<file path="config.mk">
export PLATFORM = sky130hd
export DESIGN_NAME = fifo_wr_arbiter
export DESIGN_NICKNAME = d
export VERILOG_FILES = /design/src/rtl/fifo_arb_pkg.sv /design/src/rtl/rr_pick.sv /design/src/rtl/fifo_wr_arbiter.sv
export SDC_FILE = /design/constraint.sdc
export NUM_CORES = 1
export LEC_CHECK = 0
export CAP_MARGIN = 20
export CORE_AREA = 2 2 134 136
export CTS_BUF_LIST = sky130_fd_sc_hd__clkbuf_8
export DETAILED_ROUTE_END_ITERATION = 16
export DIE_AREA = 0 0 136 138
export GPL_TIMING_DRIVEN = 0
export PLACE_DENSITY_LB_ADDON = 0.12
export SYNTH_ARGS = -nofsm -noshare
export SYNTH_HDL_FRONTEND = slang
export SYNTH_SLANG_ARGS = --single-unit
</file>
<file path="constraint.sdc">
create_clock -name clk -period 2.6 [get_ports clk]
set_clock_uncertainty 0.05 [all_clocks]
set_input_delay 0.39 -clock clk [delete_from_list [all_inputs] [get_ports clk]]
set_output_delay 0.39 -clock clk [all_outputs]
set_load 0.01 [all_outputs]
</file>
<file path="src/rtl/fifo_arb_pkg.sv">
// Shared definitions for the FIFO write arbiter family.
// Latency: n/a (types and constants only).
// Backpressure: n/a.
//
// Holds the arbiter FSM encoding and the default sizing constants so that
// every arbiter variant and its benches agree on them.
package fifo_arb_pkg;

    // Default sizing used by the top-level parameters.
    localparam int N_REQ_DEF     = 4;
    localparam int DATA_W_DEF    = 64;
    localparam int MAX_BURST_DEF = 16;

    // State encodings kept as plain constants so legacy code that compares
    // raw state bits keeps working alongside the typed enum.
    localparam logic [0:0] ST_IDLE_ENC  = 1'b0;
    localparam logic [0:0] ST_GRANT_ENC = 1'b1;

    typedef enum logic [0:0] {
        IDLE  = ST_IDLE_ENC,
        GRANT = ST_GRANT_ENC
    } arb_state_e;

endpackage : fifo_arb_pkg

</file>
<file path="src/rtl/rr_pick.sv">
// Round-robin picker: one-hot choice of the first set request after last_owner.
// Latency: purely combinational, zero cycles.
// Backpressure: none; the caller decides when the pick is registered.
//
// Ports:
//   req        - request vector, one bit per requester
//   last_owner - index of the requester served most recently
//   pick       - one-hot winner, all-zero when no request is set
module rr_pick #(
    parameter int N = 4
) (
    input  logic [N-1:0]         req,
    input  logic [$clog2(N)-1:0] last_owner,
    output logic [N-1:0]         pick
);

    localparam int IDX_W = $clog2(N);

    logic             found;
    logic [IDX_W-1:0] idx;

    // Walk the ring starting one past last_owner; offset N wraps back onto
    // last_owner itself, so a lone repeat requester still wins.
    always_comb begin
        pick  = '0;
        found = 1'b0;
        idx   = '0;
        for (int i = 1; i <= N; i++) begin
            idx = IDX_W'((int'(last_owner) + i) % N);
            if (!found && req[idx]) begin
                pick[idx] = 1'b1;
                found     = 1'b1;
            end
        end
    end

endmodule : rr_pick

</file>
<file path="src/rtl/fifo_wr_arbiter.sv">
// Round-robin arbiter that lets one requester at a time burst words into a FIFO.
// Latency: grant registered one cycle after a request is seen in IDLE; one idle bubble between grants.
// Backpressure: fifo_full stalls the owner (req_ready low) and the grant is held indefinitely.
//
// Ports:
//   clk, rstn          - clock (rising edge) and asynchronous active-low reset
//   req_valid/req_last - per-requester word valid and end-of-burst marker
//   req_data           - requester i occupies bits [i*DATA_W +: DATA_W]
//   req_ready          - per-requester accept strobe (qualify with req_valid)
//   fifo_full          - downstream FIFO full flag
//   fifo_wen/fifo_wdata- downstream FIFO write port
//   grant              - registered one-hot owner, zero when idle
//   busy               - high while a grant is held
module fifo_wr_arbiter
    import fifo_arb_pkg::*;
#(
    parameter int N_REQ     = N_REQ_DEF,
    parameter int DATA_W    = DATA_W_DEF,
    parameter int MAX_BURST = MAX_BURST_DEF
) (
    input  logic                    clk,
    input  logic                    rstn,
    input  logic [N_REQ-1:0]        req_valid,
    input  logic [N_REQ*DATA_W-1:0] req_data,
    input  logic [N_REQ-1:0]        req_last,
    output logic [N_REQ-1:0]        req_ready,
    input  logic                    fifo_full,
    output logic                    fifo_wen,
    output logic [DATA_W-1:0]       fifo_wdata,
    output logic [N_REQ-1:0]        grant,
    output logic                    busy
);

    localparam int IDX_W = $clog2(N_REQ);
    localparam int CNT_W = $clog2(MAX_BURST) + 1;

    localparam logic [CNT_W-1:0] BURST_CAP  = CNT_W'(MAX_BURST);
    localparam logic [IDX_W-1:0] LAST_RESET = IDX_W'(N_REQ - 1);

    arb_state_e       state_q, state_d;
    logic [N_REQ-1:0] grant_q, grant_d;
    logic [CNT_W-1:0] beat_cnt_q, beat_cnt_d;
    logic [IDX_W-1:0] last_owner_q, last_owner_d;

    logic [N_REQ-1:0] pick;
    logic [IDX_W-1:0] owner_idx;
    logic [CNT_W-1:0] beat_cnt_inc;
    logic             owner_vld;
    logic             owner_last;
    logic             beat_acc;
    logic             burst_end;

    rr_pick #(
        .N (N_REQ)
    ) u_rr_pick (
        .req        (req_valid),
        .last_owner (last_owner_q),
        .pick       (pick)
    );

    // Owner index recovered from the one-hot grant; only meaningful in GRANT.
    always_comb begin
        owner_idx = '0;
        for (int i = 0; i < N_REQ; i++) begin
            if (grant_q[i]) begin
                owner_idx = IDX_W'(i);
            end
        end
    end

    // One-hot AND-OR mux; resolves to zero when idle, which is harmless since
    // fifo_wen is low then.
    always_comb begin
        fifo_wdata = '0;
        for (int i = 0; i < N_REQ; i++) begin
            if (grant_q[i]) begin
                fifo_wdata = req_data[i*DATA_W +: DATA_W];
            end
        end
    end

    assign busy         = (state_q == GRANT);
    assign owner_vld    = |(req_valid & grant_q);
    assign owner_last   = |(req_last  & grant_q);
    assign beat_acc     = busy && owner_vld && !fifo_full;
    assign beat_cnt_inc = beat_cnt_q + CNT_W'(1);
    // Release on whichever arrives first: the owner's last beat or the cap.
    assign burst_end    = beat_acc && (owner_last || (beat_cnt_inc == BURST_CAP));

    // Ready depends only on full so the owner sees it even before raising valid.
    assign req_ready = grant_q & {N_REQ{busy && !fifo_full}};
    assign fifo_wen  = beat_acc;
    assign grant     = grant_q;

    always_comb begin
        state_d      = state_q;
        grant_d      = grant_q;
        beat_cnt_d   = beat_cnt_q;
        last_owner_d = last_owner_q;
        case (state_q)
            IDLE: begin
                if (|req_valid) begin
                    state_d    = GRANT;
                    grant_d    = pick;
                    beat_cnt_d = '0;
                end
            end
            GRANT: begin
                // A dropped owner valid or a full FIFO simply holds the grant.
                if (beat_acc) begin
                    beat_cnt_d = beat_cnt_inc;
                    if (burst_end) begin
                        state_d      = IDLE;
                        grant_d      = '0;
                        beat_cnt_d   = '0;
                        last_owner_d = owner_idx;
                    end
                end
            end
            default: begin
                state_d    = IDLE;
                grant_d    = '0;
                beat_cnt_d = '0;
            end
        endcase
    end

    // last_owner resets to the top index so requester 0 is favoured first.
    always_ff @(posedge clk or negedge rstn) begin
        if (!rstn) begin
            state_q      <= IDLE;
            grant_q      <= '0;
            beat_cnt_q   <= '0;
            last_owner_q <= LAST_RESET;
        end else begin
            state_q      <= state_d;
            grant_q      <= grant_d;
            beat_cnt_q   <= beat_cnt_d;
            last_owner_q <= last_owner_d;
        end
    end

endmodule : fifo_wr_arbiter

</file>
==> flow_metrics.py, run 1 <==
metrics = {
    "finish": {
        "layout-drive-gt1-share_pct": 11.20,
        "n_antenna_cell": 0,
        "fin_area_um2": 6496,
        "fin_nets": 991,
        "fin_cells": 943,
        "area_delta_synth_final_pct": 151.1,
    },
    "sta": {
        "fin_crit_ps": 2459,
        "period_share_pct": 94.58,
        "rsz0062_at_grt": "false",
        "final-setup-viol-count": 0,
        "fmax_mhz": 406.7,
        "drv_slew": 0,
        "relSlewSlack_pct": 60.80,
        "final_hold_viol_count": 0,
        "tightest_slew_ps": 581.9,
    },
    "critical_path": {
        "start_kind": "flip-flop",
        "critical_path_class": "reg2out",
        "r2r-start": "last_owner_q[0]",
        "r2r-end": "grant[1]",
        "cp_max_fo": 10,
        "cp-end-kind": "output port",
        "ff2ff_setup_slack_ps": 190,
        "cp.required_ps": 2160,
        "cp.arrival_ps": 2020,
        "reg2regPathDepth": 8,
    },
    "logic_synthesis": {
        "synthFlopType": "dfrtp_1",
        "netlist_instances": 358,
        "synth_area_um2": 2587,
        "synth_largest_area_cell": "a22oi_1",
        "synth_edf_count": 0,
        "synth_common_cells": "128 x a22oi_1, 74 x o21ai_0, 25 x clkbuf_1, 14 x nand2_1, 13 x inv_1",
        "syn_nets": 634,
        "synth-compound-area-share_pct": 61.80,
        "yosys-top-cells-area": "a22oi_1 37%, o21ai_0 14%, dfrtp_1 9.7%",
        "ys_seq_area_share_pct": 11.70,
        "synth_top_family_by_area": "compound AO/OA/AOI/OAI gates",
        "synthAdderAreaFrac_pct": 4.352,
        "synth-seq-cells": 12,
        "synth_xor_area_share_pct": 0,
        "ys.warnings.count": 0,
        "synth_top_cell_area_share_pct": 37.14,
        "synth_cell_types": 47,
        "synth.most_common_cell": "a22oi_1",
        "async_flop_share_pct": 100.0,
        "muxShareOfSynthArea_pct": 2.515,
        "syn-mean-instance-area_um2": 7.228,
        "synth_simple_gate_area_share_pct": 9.768,
    },
    "clock_network": {
        "cts_tree": "done",
        "root_buffer": "clkbuf_8",
        "cts.sink_count": 12,
        "cts_buffer_depth": 2,
        "clk_latency_ps": 240,
        "clkTransAtPathRegs_ps": 50,
        "cts_buffers": 3,
        "cts_max_level": 1,
        "cts_hold_buf": 0,
    },
    "grt": {
        "grt_pass1_wl_um": 27160,
        "overflow": 0,
        "gr-usage-all-layers_pct": 18.67,
        "grt_antenna_before_repair": 0,
        "grt_pass1_vias": 4289,
        "grt_max_degree": 13,
    },
    "floorplan": {
        "dieHeight_um": 138,
        "core_um2": 17530,
        "rows": 49,
        "start_util_pct": 14.76,
        "die_area_um2": 18770,
        "io_pins": 341,
        "fp.dieW_um": 136,
    },
    "drt": {
        "vias": 4462,
        "drt_iter0_markers": 237,
        "ant_nets": 0,
        "vias_per_cell": 4.732,
        "routedWlPerCell_um": 20.42,
        "drc": 0,
        "first_pass_iters": 4,
        "drt_wl_total_um": 19260,
    },
    "flow_run": {
        "cap_violations": 0,
    },
    "hold_path": {
        "hold_class": "in2async",
    },
    "run_status": {
        "status": "completed",
    },
    "pwr": {
        "p_per_area_nw_per_um2": 791.4,
        "power.total_mw": 5.141,
        "vdd_drop_max_mv": 0.2478,
        "p_leak_nw": 2.560,
    },
    "placed_design": {
        "placed_area_um2": 6247,
        "port_buffers": 337,
        "dp_hpwl_um": 15690,
        "gp_congestion": 0.9144,
        "dp.cells": 924,
    },
}
-- cell usage in the layout (no fill, tap or decap), types with 2 or more instances in the layout --
cell type / instances
o21ai_2: 4
dlygate4sd2_1: 52
clkbuf_4: 4
a21oi_1: 7
nor3b_1: 2
buf_6: 7
ha_1: 8
clkbuf_2: 12
clkdlybuf4s15_1: 3
or2b_1: 2
clkdlybuf4s50_1: 274
a22o_2: 2
inv_1: 13
mux2i_1: 2
a211oi_1: 5
a22oi_1: 128
clkbuf_8: 3
dlymetal6s2s_1: 7
nand3_1: 3
o21ai_1: 2
o221ai_1: 4
dfrtp_1: 6
nor2_1: 5
buf_4: 28
and2_1: 4
mux4_2: 2
clkbuf_1: 6
dfstp_2: 2
a32o_1: 3
o21ai_0: 71
nand2_1: 14
dfrtp_2: 4
-- metrics by stage --
| step | hold slack (ps) | utilization (%) | worst slack, ps | setup TNS (ps) |
|---|---|---|---|---|
| floorplan | 44.41 | - | 342.7 | 0 |
| global placement | 451.4 | 35.63 | -873.7 | -42520 |
| detailed placement | 464.8 | 35.63 | -868.0 | -43810 |
| CTS | 470.5 | 36.38 | -82.29 | -396.2 |
| global route | 505.1 | 37.05 | 5.102 | 0 |
| finish | 455.3 | 37.05 | 141.0 | 0 |
-- cell families after synthesis --
group / count (synthesis)
AOI/OAI and AO/OA: 233
buffers and inverters: 56
and+or+nand+nor: 44
DFF: 12
adders and majority gates: 9
muxes: 4
-- worst max-delay path by stage --
stage / startpoint / depth (start not counted) / endpoint / slack (ps)
after global routing: grant[2] / 5 / fifo_wdata[61] / 5
after detailed placement: grant[3] / 6 / fifo_wdata[58] / -870
final: grant[2] / 5 / fifo_wdata[61] / 140
after global placement: grant[3] / 6 / fifo_wdata[60] / -870
after CTS: grant[3] / 6 / fifo_wdata[45] / -80
after floorplan: last_owner_q[0] / 8 / grant[0] / 340
-- sequential cells by signal (all words and copies together), names as in the netlist --
name          flops
busy              1
beat_cnt_q        5
grant             4
last_owner_q      2
-- layer usage --
layer	up-vias	track usage, %	routed length [µm]
met5	-	0	0
met3	12	3.154	1340
met4	0	2.248	209
met1	2105	23.07	7887
li1	2157	-	-
met2	188	34.44	9822
-- worst max-delay path, stage by stage, from the launching register on --
cell	delay, ps
dfrtp_2	440
clkbuf_4	260
clkbuf_4	260
a22oi_1	100
o21ai_0	140
clkdlybuf4s50_1	580
-- repair_timing --
item | in CTS | in global routing
gates resized for setup | 98 | 27
setup buffers | 11 | 8
gates cloned | 0 | 0
setup endpoints to repair | 71 | 32
-- layout make-up --
type	count	area [µm²]
Tap cell	229	286.5
Timing Repair Buffer	356	3476
Clock buffer	3	41.29
Sequential cell	12	307.8
Inverter	13	52.55
Fill cell	1865	11040
Buffer	39	276.5
Clock inverter	1	3.754
Multi-Input combinational cell	290	2052
-- power by group --
group	total, mW	switching [mW]	internal, mW
registers	0.403	0.117	0.286
clock network	0.167	0.0637	0.104
logic	4.57	2.36	2.21
(Power assumes the default switching activity.)
==> inputs of run 2 (changes only) <==
Settings changed: PLACE_DENSITY set to 0.59, PLACE_DENSITY_LB_ADDON 0.12 to not set.
==> flow_metrics.py, run 2 (synthesized netlist as in run 1, its figures left out) <==
metrics = {
    "floorplan": {
        "rows": 49,
        "core_um2": 17530,
        "dieHeight_um": 138,
        "die_area_um2": 18770,
        "start_util_pct": 14.76,
        "io_pins": 341,
        "fp.dieW_um": 136,
    },
    "critical_path": {
        "cp_max_fo": 10,
        "critical_path_class": "reg2out",
        "start_kind": "flip-flop",
        "cpMaxStageDelayCell": "clkdlybuf4s50_1",
        "cpPeakStageDelay_ps": 560,
        "cp-end-kind": "output port",
        "cp.arrival_ps": 2140,
        "path_buf_inv": 3,
        "cp.required_ps": 2160,
        "cp_cell_sequence": "nor4b_2 -> buf_4 -> buf_4 -> a22oi_1 -> o21ai_0 -> clkdlybuf4s50_1",
        "crit_top_cell": "buf_4",
        "path_delay_family": "buffers and inverters",
    },
    "clock_network": {
        "cts_tree": "done",
        "cts.sink_count": 12,
        "root_buffer": "clkbuf_8",
        "cts_hold_buf": 0,
        "cts_max_level": 1,
        "cts_buffers": 3,
        "clkTransAtPathRegs_ps": 50,
        "clk_latency_ps": 240,
        "cts_buffer_depth": 2,
    },
    "finish": {
        "mostFrequentLayoutCells": "281 x clkdlybuf4s50_1, 128 x a22oi_1, 71 x o21ai_0",
        "area_delta_synth_final_pct": 149.6,
        "regMostFlops": "beat_cnt_q",
        "final_util_pct": 36.83,
        "largest_reg_flops": 5,
        "fin_nets": 983,
        "fin_area_um2": 6457,
        "final_common_cell": "clkdlybuf4s50_1",
        "layout-drive-gt1-share_pct": 9.915,
        "fin_cells": 936,
    },
    "placed_design": {
        "port_buffers": 337,
        "placed_area_um2": 6247,
        "dp.cells": 924,
        "gp_congestion": 0.8742,
        "dp_hpwl_um": 14790,
    },
    "sta": {
        "period_share_pct": 99.25,
        "relSlewSlack_pct": 62.90,
        "tightest_slew_ps": 550.7,
        "final-setup-viol-count": 0,
        "fin_crit_ps": 2581,
        "fmax_mhz": 387.5,
        "final_hold_viol_count": 0,
        "drv_slew": 0,
        "rsz0062_at_grt": "true",
    },
    "grt": {
        "grt_pass1_vias": 4525,
        "grt_antenna_before_repair": 3,
        "overflow": 0,
        "grt_max_degree": 13,
        "grt_pass1_wl_um": 26590,
        "gr-usage-all-layers_pct": 18.17,
    },
    "drt": {
        "drc": 0,
        "ant_nets": 0,
        "vias_per_cell": 4.743,
        "routedWlPerCell_um": 19.46,
        "drt_iter0_markers": 132,
        "drt_wl_total_um": 18220,
        "first_pass_iters": 4,
        "vias": 4439,
    },
    "pwr": {
        "p_leak_nw": 2.579,
        "vdd_drop_max_mv": 0.2974,
        "p_per_area_nw_per_um2": 790.8,
    },
    "flow_run": {
        "cap_violations": 0,
    },
    "hold_path": {
        "hold_class": "in2async",
    },
    "run_status": {
        "status": "completed",
    },
}
## run 2: cell types whose count changed in the layout (fill, tap and decap cells not counted), moves of 2 or more
cell,change
clkdlybuf4s50_1,+7
buf_4,-10
buf_2,+3
clkbuf_2,-2
dlymetal6s2s_1,+7
clkdlybuf4s15_1,-3
dlygate4sd2_1,-10
## run 2: power breakdown
| group | leakage [nW] | internal, mW | switching [mW] |
|---|---|---|---|
| clock | 0.0288 | 0.134 | 0.0693 |
| combinational | 2.42 | 2.18 | 2.31 |
| sequential | 0.135 | 0.284 | 0.131 |
| total | 2.58 | 2.60 | 2.51 |
## run 2: path summary, 6_finish.rpt
path | depth (start not counted) | endpoint | start | slack, ps
hold / removal | 1 | beat_cnt_q[1] | rstn | 450
min in group clk | 1 | beat_cnt_q[4] | beat_cnt_q[4] | 470
setup / recovery | 6 | fifo_wdata[42] | grant[3] | 20
setup reg to reg | 8 | grant[0] | last_owner_q[0] | 170
max in group asynchronous | 1 | grant[1] | rstn | 1660
hold reg to reg | 1 | beat_cnt_q[4] | beat_cnt_q[4] | 470
## run 2: cell type report
class | instances | area [µm²]
Antenna cell | 1 | 2.502
Fill cell | 1873 | 11080
Buffer | 41 | 279.0
Clock buffer | 4 | 55.05
Tap cell | 229 | 286.5
Multi-Input combinational cell | 290 | 2056
Sequential cell | 12 | 306.5
Timing Repair Buffer | 346 | 3423
Inverter | 13 | 48.80
## run 2: per-stage QoR
| step | power (mW) | TNS (ps) | hold slack, ps | setup WS (ps) |
|---|---|---|---|---|
| after global routing | 5.542 | -578.6 | 488.8 | -128.2 |
| after floorplan | 2.567 | 0 | 44.41 | 342.7 |
| after detailed placement | 5.046 | -51500 | 463.1 | -1028 |
| final | 5.107 | 0 | 454.7 | 19.46 |
| after CTS | 5.121 | -2264 | 476.1 | -153.5 |
| after global placement | 5.034 | -48530 | 453.6 | -995.2 |
## run 2: what timing repair did
| item | 4_1_cts | 5_1_grt |
|---|---|---|
| setup buffers | 6 | 3 |
| gates resized for setup | 82 | 30 |
| gates cloned | 0 | 0 |
| endpoints found under the setup margin | 70 | 26 |
| pin swaps | 0 | 0 |
## run 2: worst reg2reg max path: cells and delay by family (launching register included)
| kind | cells | cell delay [ps] |
|---|---|---|
| buffers and inverters | 2 | 410 |
| DFF | 1 | 580 |
| AOI/OAI and AO/OA | 4 | 530 |
| adders and majority gates | 1 | 330 |
| muxes | 1 | 380 |
## run 2: metal layers
metal / global-route usage [%] / part of all wire (%)
met1: 22.58 / 40
met3: 4.070 / 8.8
met5: 0 / 0.14
met4: 3.125 / 1.6
met2: 32.21 / 49
==> RTL edit 1 (settings of run 2) <==
Change the package constant `DATA_W_DEF` from 64 to 72.
--- a/src/rtl/fifo_arb_pkg.sv
+++ b/src/rtl/fifo_arb_pkg.sv
@@ -8,7 +8,7 @@
 
     // Default sizing used by the top-level parameters.
     localparam int N_REQ_DEF     = 4;
-    localparam int DATA_W_DEF    = 64;
+    localparam int DATA_W_DEF    = 72;
     localparam int MAX_BURST_DEF = 16;
 
     // State encodings kept as plain constants so legacy code that compares
Interface: changed (resized fifo_wdata and req_data); port bits go from 341 to 381. The function was not compared with the original's and may differ.
==> RTL edit 1 against run 2 <==
- combinational power grew 7.3%
- wire length grew 22%
- total power grew 6.0%
- global-route usage grew 3.9 points
- sequential cell count is the same
- final area grew 7.4%
- worst setup slack gained 0.050 ns
- area after synthesis grew 7.2%
- sequential power grew 3%
- critical endpoint is now fifo_wdata[21]
- clock power shrank 19%
- register-to-register slack gained 0.05 ns
==> RTL edit 1: results (changes against run 2) <==
qor: synthesis.synth_xor_xnor_area_share 0 [unchanged]
qor: synthesis.yosys.area.top_type_share 0.390 [was 0.371]
qor: synthesis.biggest_area_contributors_in_the_synthesized_netlist a22oi_1 (39%), o21ai_0 (15%), dfrtp_1 (9.0%) [was a22oi_1 (37%), o21ai_0 (14%), dfrtp_1 (9.7%)]
qor: placement.placed_cells_incl_taps 993 [was 924]
qor: global_route.first_global_vias 4985 [was 4525]
qor: power.p_leak 0.00262 µW [was 0.00258 µW]
qor: placement.routabilityCongestion 0.882 [was 0.874]
qor: run_status.run_status finished, final reports clean [unchanged]
qor: clocking.cts_made_buffers 3 [unchanged]
qor: synthesis.postSynthNetCount 695 [was 634]
qor: sta.relative_slew_slack 0.610 [was 0.629]
qor: power.vdd.ir_drop.worst 306 µV [was 297 µV]
qor: synthesis.synth.mux.area_fraction 0.0235 [was 0.0251]
qor: synthesis.synthAdderAreaFrac 0.0406 [was 0.0435]
qor: critical_path.slowest_stage dfrtp_2 [was clkdlybuf4s50_1]
qor: critical_path.worst_ep_arrival_time 2.09 ns [was 2.14 ns]
qor: global_route.grt_start_max_net_pins 13 [unchanged]
qor: min_path.type_of_the_worst_min_delay_path in -> async [unchanged]
qor: detailed_routing.via_count 4929 [was 4439]
qor: final_layout.design.final.nets 1080 [was 983]
qor: clocking.cts_max_path_buffers 2 [unchanged]
qor: synthesis.syn_avg_cell_area 7.16 µm² [was 7.23 µm²]
qor: detailed_routing.wl_per_cell 22.1 µm [was 19.5 µm]
qor: critical_path.critical-path-max-stage-delay 0.41 ns [was 0.56 ns]
qor: synthesis.synth_compound_area_frac 0.634 [was 0.618]
qor: synthesis.leading_cell_types_by_count_after_synthesis a22oi_1 (144), o21ai_0 (82), clkbuf_1 (26) [was a22oi_1 (128), o21ai_0 (74), clkbuf_1 (25)]
qor: global_route.grt_pass1_wl 31500 µm [was 26600 µm]
qor: final_layout.final-instance-count-excl-fill 1001 [was 936]
qor: final_layout.layout-drive-gt1-share 0.0896 [was 0.0992]
qor: global_route.global_route_usage_over_all_layers 0.221 [was 0.182]
qor: synthesis.synth_sequential_area_ratio 0.109 [was 0.117]
qor: placement.dp_hpwl 18400 µm [was 14800 µm]
qor: global_route.antenna_violations_before_repair 5 [was 3]
[RTL edit 1: cell types whose count changed after synthesis]
| cell | before | now |
|---|---|---|
| o21ai_0 | 74 | 82 |
| buf_2 | 9 | 13 |
| clkbuf_1 | 25 | 26 |
| and2b_1 | 1 | 0 |
| a22oi_1 | 128 | 144 |
| and2b_2 | 0 | 1 |
[RTL edit 1: layout make-up]
type / instances / area (µm²)
Fill cell: 1896 / 10600
Timing Repair Buffer: 382 / 3710
Multi-Input combinational cell: 314 / 2230
Buffer: 46 / 312
Sequential cell: 12 / 307
Tap cell: 229 / 287
Inverter: 13 / 48.8
Clock buffer: 3 / 41.3
Antenna cell: 2 / 5.00
[RTL edit 1: per-stage QoR]
stage | power [µW] | instance area [µm²]
finish | 5410 | 6930
detailed placement | 5520 | 6830
floorplan | 2760 | 2770
global placement | 5520 | 6830
global route | 5850 | 6930
CTS | 5390 | 6920
[RTL edit 1: cells by family (layout without fill, tap and decap cells)]
logic type      count (synthesis)  after routing
buf+inv                        61            444
mux                             4              4
other cells                     0              2
simple gates                   44             44
compound gates                257            257
fa+ha+maj                       9              9
flops                          12             12
[RTL edit 1: repair_timing]
action / CTS / global route
setup endpoints to repair: 76 / 23
buffers inserted: 4 / 0
cloned: 1 / 0
pin swaps: 1 / 0
resized for setup: 117 / 31
[RTL edit 1: final timing paths]
kind,startpoint,to,slack [ns],depth (start not counted)
hold / removal,rstn,beat_cnt_q[2],0.46,1
setup reg to reg,last_owner_q[0],grant[2],0.22,8
hold reg to reg,beat_cnt_q[4],beat_cnt_q[4],0.49,1
max in group asynchronous,rstn,grant[3],1.66,1
min in group clk,beat_cnt_q[4],beat_cnt_q[4],0.49,1
setup / recovery,grant[3],fifo_wdata[21],0.07,7
[RTL edit 1: layer usage]
| metal | routed length (µm) | part of all wire | track usage | vias to the layer above |
|---|---|---|---|---|
| met5 | 35 | 0.0016 | 0 | - |
| met1 | 9260 | 0.42 | 0.282 | 2325 |
| li1 | - | - | - | 2340 |
| met2 | 10500 | 0.48 | 0.375 | 228 |
| met3 | 1870 | 0.084 | 0.0550 | 30 |
| met4 | 447 | 0.020 | 0.0466 | 6 |
[RTL edit 1: power by group]
group / leakage (µW) / total (µW) / switching, µW / internal [µW]
Sequential: 0.000135 / 427 / 143 / 284
Combinational: 0.00246 / 4820 / 2580 / 2240
Clock: 0.0000216 / 165 / 63.1 / 102
Total: 0.00262 / 5410 / 2780 / 2630
==> RTL edit 2 (flow settings as in run 2) <==
Without the edit above. Make the reset (`rstn`) synchronous in one clocked block. Comments in the files are not updated.
--- a/src/rtl/fifo_wr_arbiter.sv
+++ b/src/rtl/fifo_wr_arbiter.sv
@@ -126,7 +126,7 @@
     end
 
     // last_owner resets to the top index so requester 0 is favoured first.
-    always_ff @(posedge clk or negedge rstn) begin
+    always_ff @(posedge clk) begin
         if (!rstn) begin
             state_q      <= IDLE;
             grant_q      <= '0;
Check against the original RTL: differs if rstn is asserted again (counterexample within 4 cycles, from zero or initial values and one cycle with rstn low); with rstn held inactive, the same outputs for 4 cycles.
==> RTL edit 2 against run 2 <==
- count of clock-buffer cells in the layout unchanged
- via count shrank 3.0%
- wire length fell by 4.4%
- worst setup slack improved by 0.072 ns
- area after synthesis shrank 9.8%
- sequential cell count did not move
- non-clock buffer count rose by 3
- final area fell by 4.3%
- global-route usage decreased by 0.66 points
- highest routed layer is now met4
Power is left out: it rests on default switching activity, and per cell area and clock period it moved more than threefold.
==> RTL edit 2: results (changes against run 2) <==
qor: run_status.run_status finished, final reports clean [unchanged]
qor: synthesis.leading_cell_types_by_count_after_synthesis a22oi_1 (132), o21ai_0 (58), clkbuf_1 (30) [was a22oi_1 (128), o21ai_0 (74), clkbuf_1 (25)]
qor: detailed_routing.detailedRoute.firstPassIterationCount 6 [was 4]
qor: synthesis.postSynthNetCount 604 [was 634]
qor: clocking.cts-resized-gates 235 [was 82]
qor: synthesis.synth.distinct_cells 34 [was 47]
qor: placement.dp_hpwl 14000 µm [was 14800 µm]
qor: final_layout.multi_input_gates 273 [was 290]
qor: final_layout.n_all_buffers 390 [was 387]
qor: final_layout.buffer_area_frac 0.590 [was 0.573]
qor: final_layout.design.final.nets 960 [was 983]
qor: final_layout.clk_share 0.00891 [was 0.00853]
qor: final_layout.number_of_filler_instances_in_the_final_layout 1884 [was 1873]
qor: critical_path.critical-path-max-stage-delay 0.61 ns [was 0.56 ns]
qor: detailed_routing.via_count 4305 [was 4439]
qor: global_route.global_route_usage_over_all_layers 0.175 [was 0.182]
qor: placement.placed_cells_incl_taps 897 [was 924]
qor: synthesis.synth_ff_type dfxtp_1 [was dfrtp_1]
qor: final_layout.antennaDiodeCount 0 [was 1]
qor: critical_path.critical_path_capture_point fifo_wen [was fifo_wdata[42]]
qor: synthesis.synth_compound_area_frac 0.634 [was 0.618]
qor: placement.routabilityCongestion 0.835 [was 0.874]
qor: final_layout.final_core_util 0.353 [was 0.368]
qor: clocking.postCtsSetupRepairBufs 8 [was 6]
qor: placement.post_dp_cell_area 0.00602 mm² [was 0.00625 mm²]
qor: critical_path.largest_fanout_of_any_net_on_the_critical_path 5 [was 10]
qor: synthesis.synth_sequential_area_ratio 0.103 [was 0.117]
qor: global_route.grt_start_max_net_pins 11 [was 13]
qor: detailed_routing.detail_route.iter0.violations 245 [was 132]
qor: min_path.type_of_the_worst_min_delay_path reg -> reg [was in -> async]
qor: sta.final.hold.worst_slack 0.466 ns [was 0.455 ns]
qor: critical_path.regToRegEndpoint grant[3] [was grant[0]]
qor: placement.place_worst_setup_slack -1.28 ns [was -1.03 ns]
qor: synthesis.synth_async_sr_flop_share 0 [was 1.00]
==> RTL edit 2: cell count changes after synthesis, moves of 5 or more <==
cell / before / now
inv_1: 13 / 3
o21ai_0: 74 / 58
buf_2: 9 / 4
o21ai_1: 0 / 13
a21oi_1: 7 / 1
clkbuf_1: 25 / 30
dfrtp_1: 10 / 0
dfxtp_1: 0 / 12
==> RTL edit 2: logic make-up after synthesis <==
kind of cell,Yosys count
AO/OA/AOI/OAI,220
XOR/XNOR,4
adder cells (fa/ha/maj),9
buffers and inverters,43
flip-flops,12
multiplexers,4
AND/OR/NAND/NOR,36
==> RTL edit 2: routing by layer <==
layer  vias up  track usage  routed length, µm
li1       2055            -                  -
met1      2009        0.221               7200
met5         -            0                  0
met4         0       0.0197                229
met2       221        0.316               8680
met3        20       0.0326               1310
